==> src/rtl/qspi_mem_target_if.sv <==
// Quad-SPI bus pins between a flash/PSRAM master and the memory target.
// master drives chip select and outbound data; slave answers on dq_out/dq_oe.
interface qspi_mem_target_if;
  logic       cs_n;
  logic [3:0] dq_in;
  logic [3:0] dq_out;
  logic [3:0] dq_oe;

  modport master (output cs_n, dq_in, input dq_out, dq_oe);
  modport slave  (input cs_n, dq_in, output dq_out, dq_oe);
endinterface

==> src/rtl/qspi_mem_target.sv <==
// Quad-SPI memory responder: decodes 0xEB quad reads and 0x38 quad writes
// and serves them from a byte-wide synchronous RAM port.
//
// state   | meaning
// IDLE    | waiting for cs_n low (only once armed)
// CMD     | second opcode nibble
// ADDR    | six address nibbles, MSB first
// DUMMY   | read turnaround; first byte is fetched here
// RDATA   | streaming read nibbles, next byte prefetched
// WDATA   | collecting write nibbles, one RAM write per byte
// IGNORE  | unsupported opcode, silent until cs_n high
module qspi_mem_target #(
  parameter int          AW     = 24,
  parameter int          DUMMY  = 6,
  parameter logic [7:0]  RD_CMD = 8'hEB,
  parameter logic [7:0]  WR_CMD = 8'h38
) (
  input  logic             clk,
  input  logic             reset,
  qspi_mem_target_if.slave bus,
  output logic [AW-1:0]    mem_addr,
  output logic             mem_re,
  input  logic [7:0]       mem_rdata,
  output logic             mem_we,
  output logic [7:0]       mem_wdata,
  output logic             busy,
  output logic             cmd_err
);

  typedef enum logic [2:0] {
    S_IDLE, S_CMD, S_ADDR, S_DUMMY, S_RDATA, S_WDATA, S_IGNORE
  } state_t;

  state_t        state, state_nxt;
  logic          armed;
  logic [7:0]    op;
  logic [19:0]   a_sh;
  logic [3:0]    cnt;
  logic          ph;
  logic          re_d;
  logic [7:0]    rbuf;
  logic [3:0]    whi;
  logic [AW-1:0] addr;

  logic          is_rd, is_wr;
  logic [23:0]   a_full;
  logic [7:0]    rsrc;

  assign is_rd  = (op == RD_CMD);
  assign is_wr  = (op == WR_CMD);
  assign a_full = {a_sh, bus.dq_in};
  // RAM data is only guaranteed in the cycle after mem_re, so bypass it then
  assign rsrc   = re_d ? mem_rdata : rbuf;

  always_comb begin
    state_nxt = state;
    if (bus.cs_n) begin
      state_nxt = S_IDLE;
    end else begin
      case (state)
        S_IDLE:  if (armed) state_nxt = S_CMD;
        S_CMD:   state_nxt = S_ADDR;
        S_ADDR: begin
          if (!is_rd && !is_wr) state_nxt = S_IGNORE;
          else if (cnt == 4'd0) state_nxt = is_rd ? S_DUMMY : S_WDATA;
        end
        S_DUMMY: if (cnt == 4'd0) state_nxt = S_RDATA;
        default: state_nxt = state;
      endcase
    end
  end

  always_ff @(posedge clk) begin
    if (reset) state <= S_IDLE;
    else       state <= state_nxt;
  end

  always_ff @(posedge clk) begin
    if (reset) begin
      armed      <= 1'b0;
      op         <= 8'h00;
      a_sh       <= '0;
      cnt        <= 4'd0;
      ph         <= 1'b0;
      re_d       <= 1'b0;
      rbuf       <= 8'h00;
      whi        <= 4'h0;
      addr       <= '0;
      mem_addr   <= '0;
      mem_re     <= 1'b0;
      mem_we     <= 1'b0;
      mem_wdata  <= 8'h00;
      busy       <= 1'b0;
      cmd_err    <= 1'b0;
      bus.dq_out <= 4'h0;
      bus.dq_oe  <= 4'h0;
    end else begin
      mem_re    <= 1'b0;
      mem_we    <= 1'b0;
      cmd_err   <= 1'b0;
      re_d      <= mem_re;
      busy      <= (state_nxt != S_IDLE);
      bus.dq_oe <= (state_nxt == S_RDATA) ? 4'hF : 4'h0;
      if (bus.cs_n) armed <= 1'b1;
      if (re_d) rbuf <= mem_rdata;

      case (state)
        S_IDLE: op[7:4] <= bus.dq_in;
        S_CMD: begin
          op[3:0] <= bus.dq_in;
          cnt     <= 4'd5;
        end
        S_ADDR: begin
          a_sh    <= {a_sh[15:0], bus.dq_in};
          cnt     <= cnt - 4'd1;
          cmd_err <= (state_nxt == S_IGNORE);
          if (state_nxt == S_DUMMY) begin
            mem_re   <= 1'b1;
            mem_addr <= a_full[AW-1:0];
            addr     <= a_full[AW-1:0] + AW'(1);
            cnt      <= 4'(DUMMY - 1);
          end
          if (state_nxt == S_WDATA) begin
            addr <= a_full[AW-1:0];
            ph   <= 1'b0;
          end
        end
        S_DUMMY: begin
          cnt <= cnt - 4'd1;
          if (state_nxt == S_RDATA) begin
            bus.dq_out <= rsrc[7:4];
            mem_re     <= 1'b1;
            mem_addr   <= addr;
            addr       <= addr + AW'(1);
            ph         <= 1'b1;
          end
        end
        S_RDATA: begin
          if (state_nxt == S_RDATA) begin
            ph <= ~ph;
            if (ph) begin
              bus.dq_out <= rbuf[3:0];
            end else begin
              bus.dq_out <= rsrc[7:4];
              mem_re     <= 1'b1;
              mem_addr   <= addr;
              addr       <= addr + AW'(1);
            end
          end
        end
        S_WDATA: begin
          if (state_nxt == S_WDATA) begin
            ph <= ~ph;
            if (!ph) begin
              whi <= bus.dq_in;
            end else begin
              mem_we    <= 1'b1;
              mem_wdata <= {whi, bus.dq_in};
              mem_addr  <= addr;
              addr      <= addr + AW'(1);
            end
          end
        end
        default: ;
      endcase

      if (state_nxt != S_RDATA) bus.dq_out <= 4'h0;
    end
  end

endmodule

==> src/flat_wrapper.sv <==
// flat-port wrapper written by rule: the top's interface ports become plain ports
module qspi_mem_target_flat 
#(
  parameter int          AW     = 24,
  parameter int          DUMMY  = 6,
  parameter logic [7:0]  RD_CMD = 8'hEB,
  parameter logic [7:0]  WR_CMD = 8'h38
)
  (clk, reset, mem_addr, mem_re, mem_rdata, mem_we, mem_wdata, busy, cmd_err, bus_cs_n, bus_dq_in, bus_dq_out, bus_dq_oe);
  qspi_mem_target_if bus_i ();
  input  logic clk;
  input  logic reset;
  output logic [AW-1:0] mem_addr;
  output logic mem_re;
  input  logic [7:0] mem_rdata;
  output logic mem_we;
  output logic [7:0] mem_wdata;
  output logic busy;
  output logic cmd_err;
  input wire logic [$bits(bus_i.cs_n)-1:0] bus_cs_n;
  input wire logic [$bits(bus_i.dq_in)-1:0] bus_dq_in;
  output wire logic [$bits(bus_i.dq_out)-1:0] bus_dq_out;
  output wire logic [$bits(bus_i.dq_oe)-1:0] bus_dq_oe;
  assign bus_i.cs_n = bus_cs_n;
  assign bus_i.dq_in = bus_dq_in;
  assign bus_dq_out = bus_i.dq_out;
  assign bus_dq_oe = bus_i.dq_oe;
  qspi_mem_target #(.AW(AW), .DUMMY(DUMMY), .RD_CMD(RD_CMD), .WR_CMD(WR_CMD)) u_core (.clk(clk), .reset(reset), .bus(bus_i), .mem_addr(mem_addr), .mem_re(mem_re), .mem_rdata(mem_rdata), .mem_we(mem_we), .mem_wdata(mem_wdata), .busy(busy), .cmd_err(cmd_err));
endmodule
==> config.mk <==
export PLATFORM = sky130hd
export DESIGN_NAME = qspi_mem_target_flat
export DESIGN_NICKNAME = d
export VERILOG_FILES = /design/src/rtl/qspi_mem_target_if.sv /design/src/rtl/qspi_mem_target.sv /design/src/flat_wrapper.sv
export SDC_FILE = /design/constraint.sdc
export NUM_CORES = 1
export LEC_CHECK = 0
export CAP_MARGIN = 20
export CORE_UTILIZATION = 56
export CTS_BUF_LIST = sky130_fd_sc_hd__clkbuf_16
export DETAILED_ROUTE_END_ITERATION = 10
export PLACE_DENSITY = 0.79
export SLEW_MARGIN = 20
export SYNTH_ARGS = -nofsm -noshare
export SYNTH_HDL_FRONTEND = slang
export SYNTH_SLANG_ARGS = --single-unit
export TNS_END_PERCENT = 5
==> constraint.sdc <==
create_clock -name clk -period 5.6 [get_ports clk]
set_clock_uncertainty 0.1 [all_clocks]
set_input_delay 1.4 -clock clk [delete_from_list [all_inputs] [get_ports clk]]
set_output_delay 1.4 -clock clk [all_outputs]
set_load 0.02 [all_outputs]
==> reports/qor.txt <==
FINISH
-------------------------------------------------------------------------------------
Sequential Area ........................................................    2300 um^2
Ant diodes .............................................................            0
Share of the core filled with cells ....................................        69.2%
Synthesis-to-finish area growth ........................................        19.5%
Proportion of layout cells with a drive suffix above 1 .................        7.12%
Area of the multi-input gates ..........................................    3090 um^2
Net count, final .......................................................          778
Final cell count without fillers .......................................          905
Fill cells .............................................................          821
Final instance area ....................................................    6800 um^2

STA
-------------------------------------------------------------------------------------
Least-Margin Pin Slew ..................................................      1070 ps
Post-route worst setup slack ...........................................      1520 ps
# setup viols final ....................................................            0
Period utilization .....................................................        72.9%
Setup repair after global routing missed its margin ....................           no
Sum of negative setup slack ............................................         0 ps
Post-layout minimum cycle time .........................................      4080 ps
Achievable clock frequency .............................................    0.245 GHz
Slew Viols, Final ......................................................            0
Worst hold slack across all endpoints ..................................       364 ps
Hold Vio Cnt, Final ....................................................            0
Max transition margin ..................................................        28.5%

HOLD PATH
-------------------------------------------------------------------------------------
Worst min-delay path endpoint ..........................................  u_core.re_d
HP Class ............................................................... flop to flop
Worst Hold Launch ...................................................... u_core.mem_re
Hold depth .............................................................            1

PLACE
-------------------------------------------------------------------------------------
I/O Buffers ............................................................           58
Dpl cell area ..........................................................    6230 um^2
Worst setup slack before clock tree synthesis ..........................       998 ps
Estimated wirelength of the detail-placed design .......................      9.93 mm
Placed cell count ......................................................          873
Final estimated routing congestion in global placement .................        0.956

WORST SETUP PATH
-------------------------------------------------------------------------------------
Data arrival time of the critical path .................................      4290 ps
Setup slack of the worst register-to-register path .....................      2020 ps
CP Capture Type ........................................................         flop
Peak fanout along the critical path ....................................           12
Number of cells traversed by the worst register-to-register path .......            9
Critical path startpoint category ...................................... primary input
Worst Setup Path Type .................................................. primary input to flop
Destination of the worst register-to-register timing path .............. u_core.addr[2]
Startpoint of the most critical register-to-register path .............. u_core.state[1]
Required time worst endpoint ...........................................      5800 ps

CLOCK TREE
-------------------------------------------------------------------------------------
Source-to-sink clock delay at the later pin of the worst-skew pair .....       420 ps
Post_cts resized .......................................................            0
Post-cts hold buffer count .............................................            0
Clock tree from TritonCTS ..............................................          yes
Maximum clock insertion buffer count ...................................            2
Clk Tree Root Cell ..................................................... sky130_fd_sc_hd__clkbuf_16
CTS Sinks ..............................................................          115
Setup Fix Bufs, Post-CTS ...............................................            0
H-tree lvl count .......................................................            4
Clock buffers created by TritonCTS .....................................           17
Clock-pin slew of the registers on the worst-case setup and hold paths .        60 ps

SYNTH
-------------------------------------------------------------------------------------
Number of synthesized register bits ....................................          115
Post-synth cell types ..................................................           62
Average size of a mapped cell ..........................................    7.75 um^2
Share of async-settable or async-resettable flops after synthesis ......           0%
Net count of the mapped netlist ........................................          752
Post-Synthesis Cells ...................................................          733
Yosys warning total ....................................................            0
Main flop type after synthesis ......................................... sky130_fd_sc_hd__dfxtp_1
Post-Synthesis Cell Area ...............................................    5680 um^2
Post-synth EDFFs .......................................................            0
Part of the Yosys area used for sequential elements ....................        40.5%

FLOORPLAN
-------------------------------------------------------------------------------------
IO Count ...............................................................           59
Die area ...............................................................   10600 um^2
Overall die height .....................................................       103 um
Horizontal die dimension ...............................................       103 um
Starting utilization of the core area ..................................        57.9%
Placeable core region ..................................................    9820 um^2
Std cell rows ..........................................................           36

POWER
-------------------------------------------------------------------------------------
Worst VDD drop .........................................................       187 uV
Static leakage .........................................................      2.26 nW
Total power of the final layout ........................................      1.99 mW
Cell area power density ................................................  293 nW/um^2

DETAILED ROUTING
-------------------------------------------------------------------------------------
Routed length per instance .............................................      16.8 um
1st-iter DRT viols .....................................................          472
Detail-routed via count per cell .......................................         6.14
Post-route antenna net violation count .................................            0
Residual DRC count .....................................................            0
Total vias in the final route ..........................................         5560
Drt first pass iters ...................................................            5
Final wirelength .......................................................      15.2 mm

GLOBAL ROUTING
-------------------------------------------------------------------------------------
Number of antenna violations at the first check in global routing ......            0
Pin count of the biggest net entering global routing ...................          105
Number of global-route vias before repair ..............................         5129
Wire length of the first global-routing pass ...........................      25.1 mm
Total routing usage reported by global routing .........................        30.9%
Total congestion overflow after global routing .........................            0

RUN
-------------------------------------------------------------------------------------
Max-cap violation count ................................................            0

RUN STATUS
-------------------------------------------------------------------------------------
Result of the run ......................................................    completed

worst max-delay path by stage:
stage                       startpoint         endpoint  slack, ps
after floorplan           bus_dq_in[2]  u_core.addr[22]       2190
after global placement        bus_cs_n   u_core.addr[1]       1160
after detailed placement      bus_cs_n   u_core.addr[1]       1000
after CTS                     bus_cs_n   u_core.addr[1]       1410
after global routing          bus_cs_n   u_core.addr[2]       1300
final                         bus_cs_n   u_core.addr[2]       1520
worst max-delay path: stages:
cell,delay [ps]
sky130_fd_sc_hd__clkdlybuf4s50_1,570
sky130_fd_sc_hd__nor2_1,360
sky130_fd_sc_hd__nand3_1,500
sky130_fd_sc_hd__o211a_1,310
sky130_fd_sc_hd__nor2_1,710
sky130_fd_sc_hd__nor2_1,70
sky130_fd_sc_hd__a2111oi_0,370
layer usage:
layer	vias up	wire, um	GRT usage, %
met5	-	0	0
met4	0	367	13.0
met3	36	1240	6.92
met2	267	6900	48.8
met1	2597	6720	40.9
li1	2660	-	-
cell usage in the layout (no fill, tap or decap), types with 13 or more instances in the layout:
cell type and instances:
sky130_fd_sc_hd__a21oi_1 74, sky130_fd_sc_hd__a311oi_1 25, sky130_fd_sc_hd__clkbuf_16 17, sky130_fd_sc_hd__clkdlybuf4s50_1 57
sky130_fd_sc_hd__dfxtp_1 115, sky130_fd_sc_hd__mux2i_1 20, sky130_fd_sc_hd__nand2_1 134, sky130_fd_sc_hd__nand3_1 24
sky130_fd_sc_hd__nand4_1 13, sky130_fd_sc_hd__nor2_1 89, sky130_fd_sc_hd__nor3_1 21, sky130_fd_sc_hd__o21ai_0 18
sky130_fd_sc_hd__xnor2_1 15
Yosys cell counts, types with 5 or more instances:
library cell               number  area (um^2)
sky130_fd_sc_hd__buf_2          8         40.0
sky130_fd_sc_hd__xnor2_1       15          131
sky130_fd_sc_hd__nor3_1        21          105
sky130_fd_sc_hd__dfxtp_1      115         2300
sky130_fd_sc_hd__a311oi_1      25          219
sky130_fd_sc_hd__nand2_1      134          503
sky130_fd_sc_hd__clkbuf_1      42          158
sky130_fd_sc_hd__nand2b_1       5         31.3
sky130_fd_sc_hd__a21oi_1       75          375
sky130_fd_sc_hd__o21a_1         5         37.5
sky130_fd_sc_hd__a211oi_1       8         60.1
sky130_fd_sc_hd__nor4_1         6         37.5
sky130_fd_sc_hd__and3_1         6         37.5
sky130_fd_sc_hd__inv_1         11         41.3
sky130_fd_sc_hd__or3_1          5         31.3
sky130_fd_sc_hd__mux2i_1       20          200
sky130_fd_sc_hd__nand4_1       13         81.3
sky130_fd_sc_hd__xor2_1         5         43.8
sky130_fd_sc_hd__o32ai_1       11         96.3
sky130_fd_sc_hd__nand3_1       24          120
sky130_fd_sc_hd__nor2_1        90          338
sky130_fd_sc_hd__o21ai_0       18         90.1
sequential cells by signal, summed over array words and instances (netlist names):
name,cells
u_core.mem_addr,24
u_core.ph,1
u_core.a_sh,20
u_core.cmd_err,1
u_core.mem_wdata,8
u_core.state,3
u_core.re_d,1
u_core.bus.dq_out,4
u_core.addr,24
u_core.mem_we,1
u_core.cnt,4
u_core.rbuf,8
u_core.busy,1
u_core.whi,4
u_core.mem_re,1
u_core.bus.dq_oe,1
u_core.op,8
u_core.armed,1
report_power, final:
| group | total (mW) | leakage, nW | switching [mW] | internal [mW] |
|---|---|---|---|---|
| combinational | 0.124 | 1.08 | 0.0766 | 0.0471 |
| sequential | 0.846 | 0.929 | 0.0127 | 0.833 |
| clock | 1.02 | 0.252 | 0.412 | 0.609 |
logic make-up (layout without fill, tap and decap cells):
kind of cell,after synthesis,count (layout),synth area share [%]
flip-flops,115,115,40.5
buffers and inverters,70,109,5.52
AO/OA/AOI/OAI,174,174,20.3
adder cells (fa/ha/maj),4,4,0.881
XOR/XNOR,20,20,3.08
multiplexers,21,21,3.72
AND/OR/NAND/NOR,329,329,26.0
layout make-up:
type | count | share of cell area, %
Timing Repair Buffer | 65 | 9.24
Sequential cell | 115 | 33.9
Clock inverter | 15 | 1.99
Inverter | 12 | 0.663
Multi-Input combinational cell | 548 | 45.5
Clock buffer | 17 | 6.26
Tap cell | 133 | 2.45
Power figures use the tool's default switching activity.
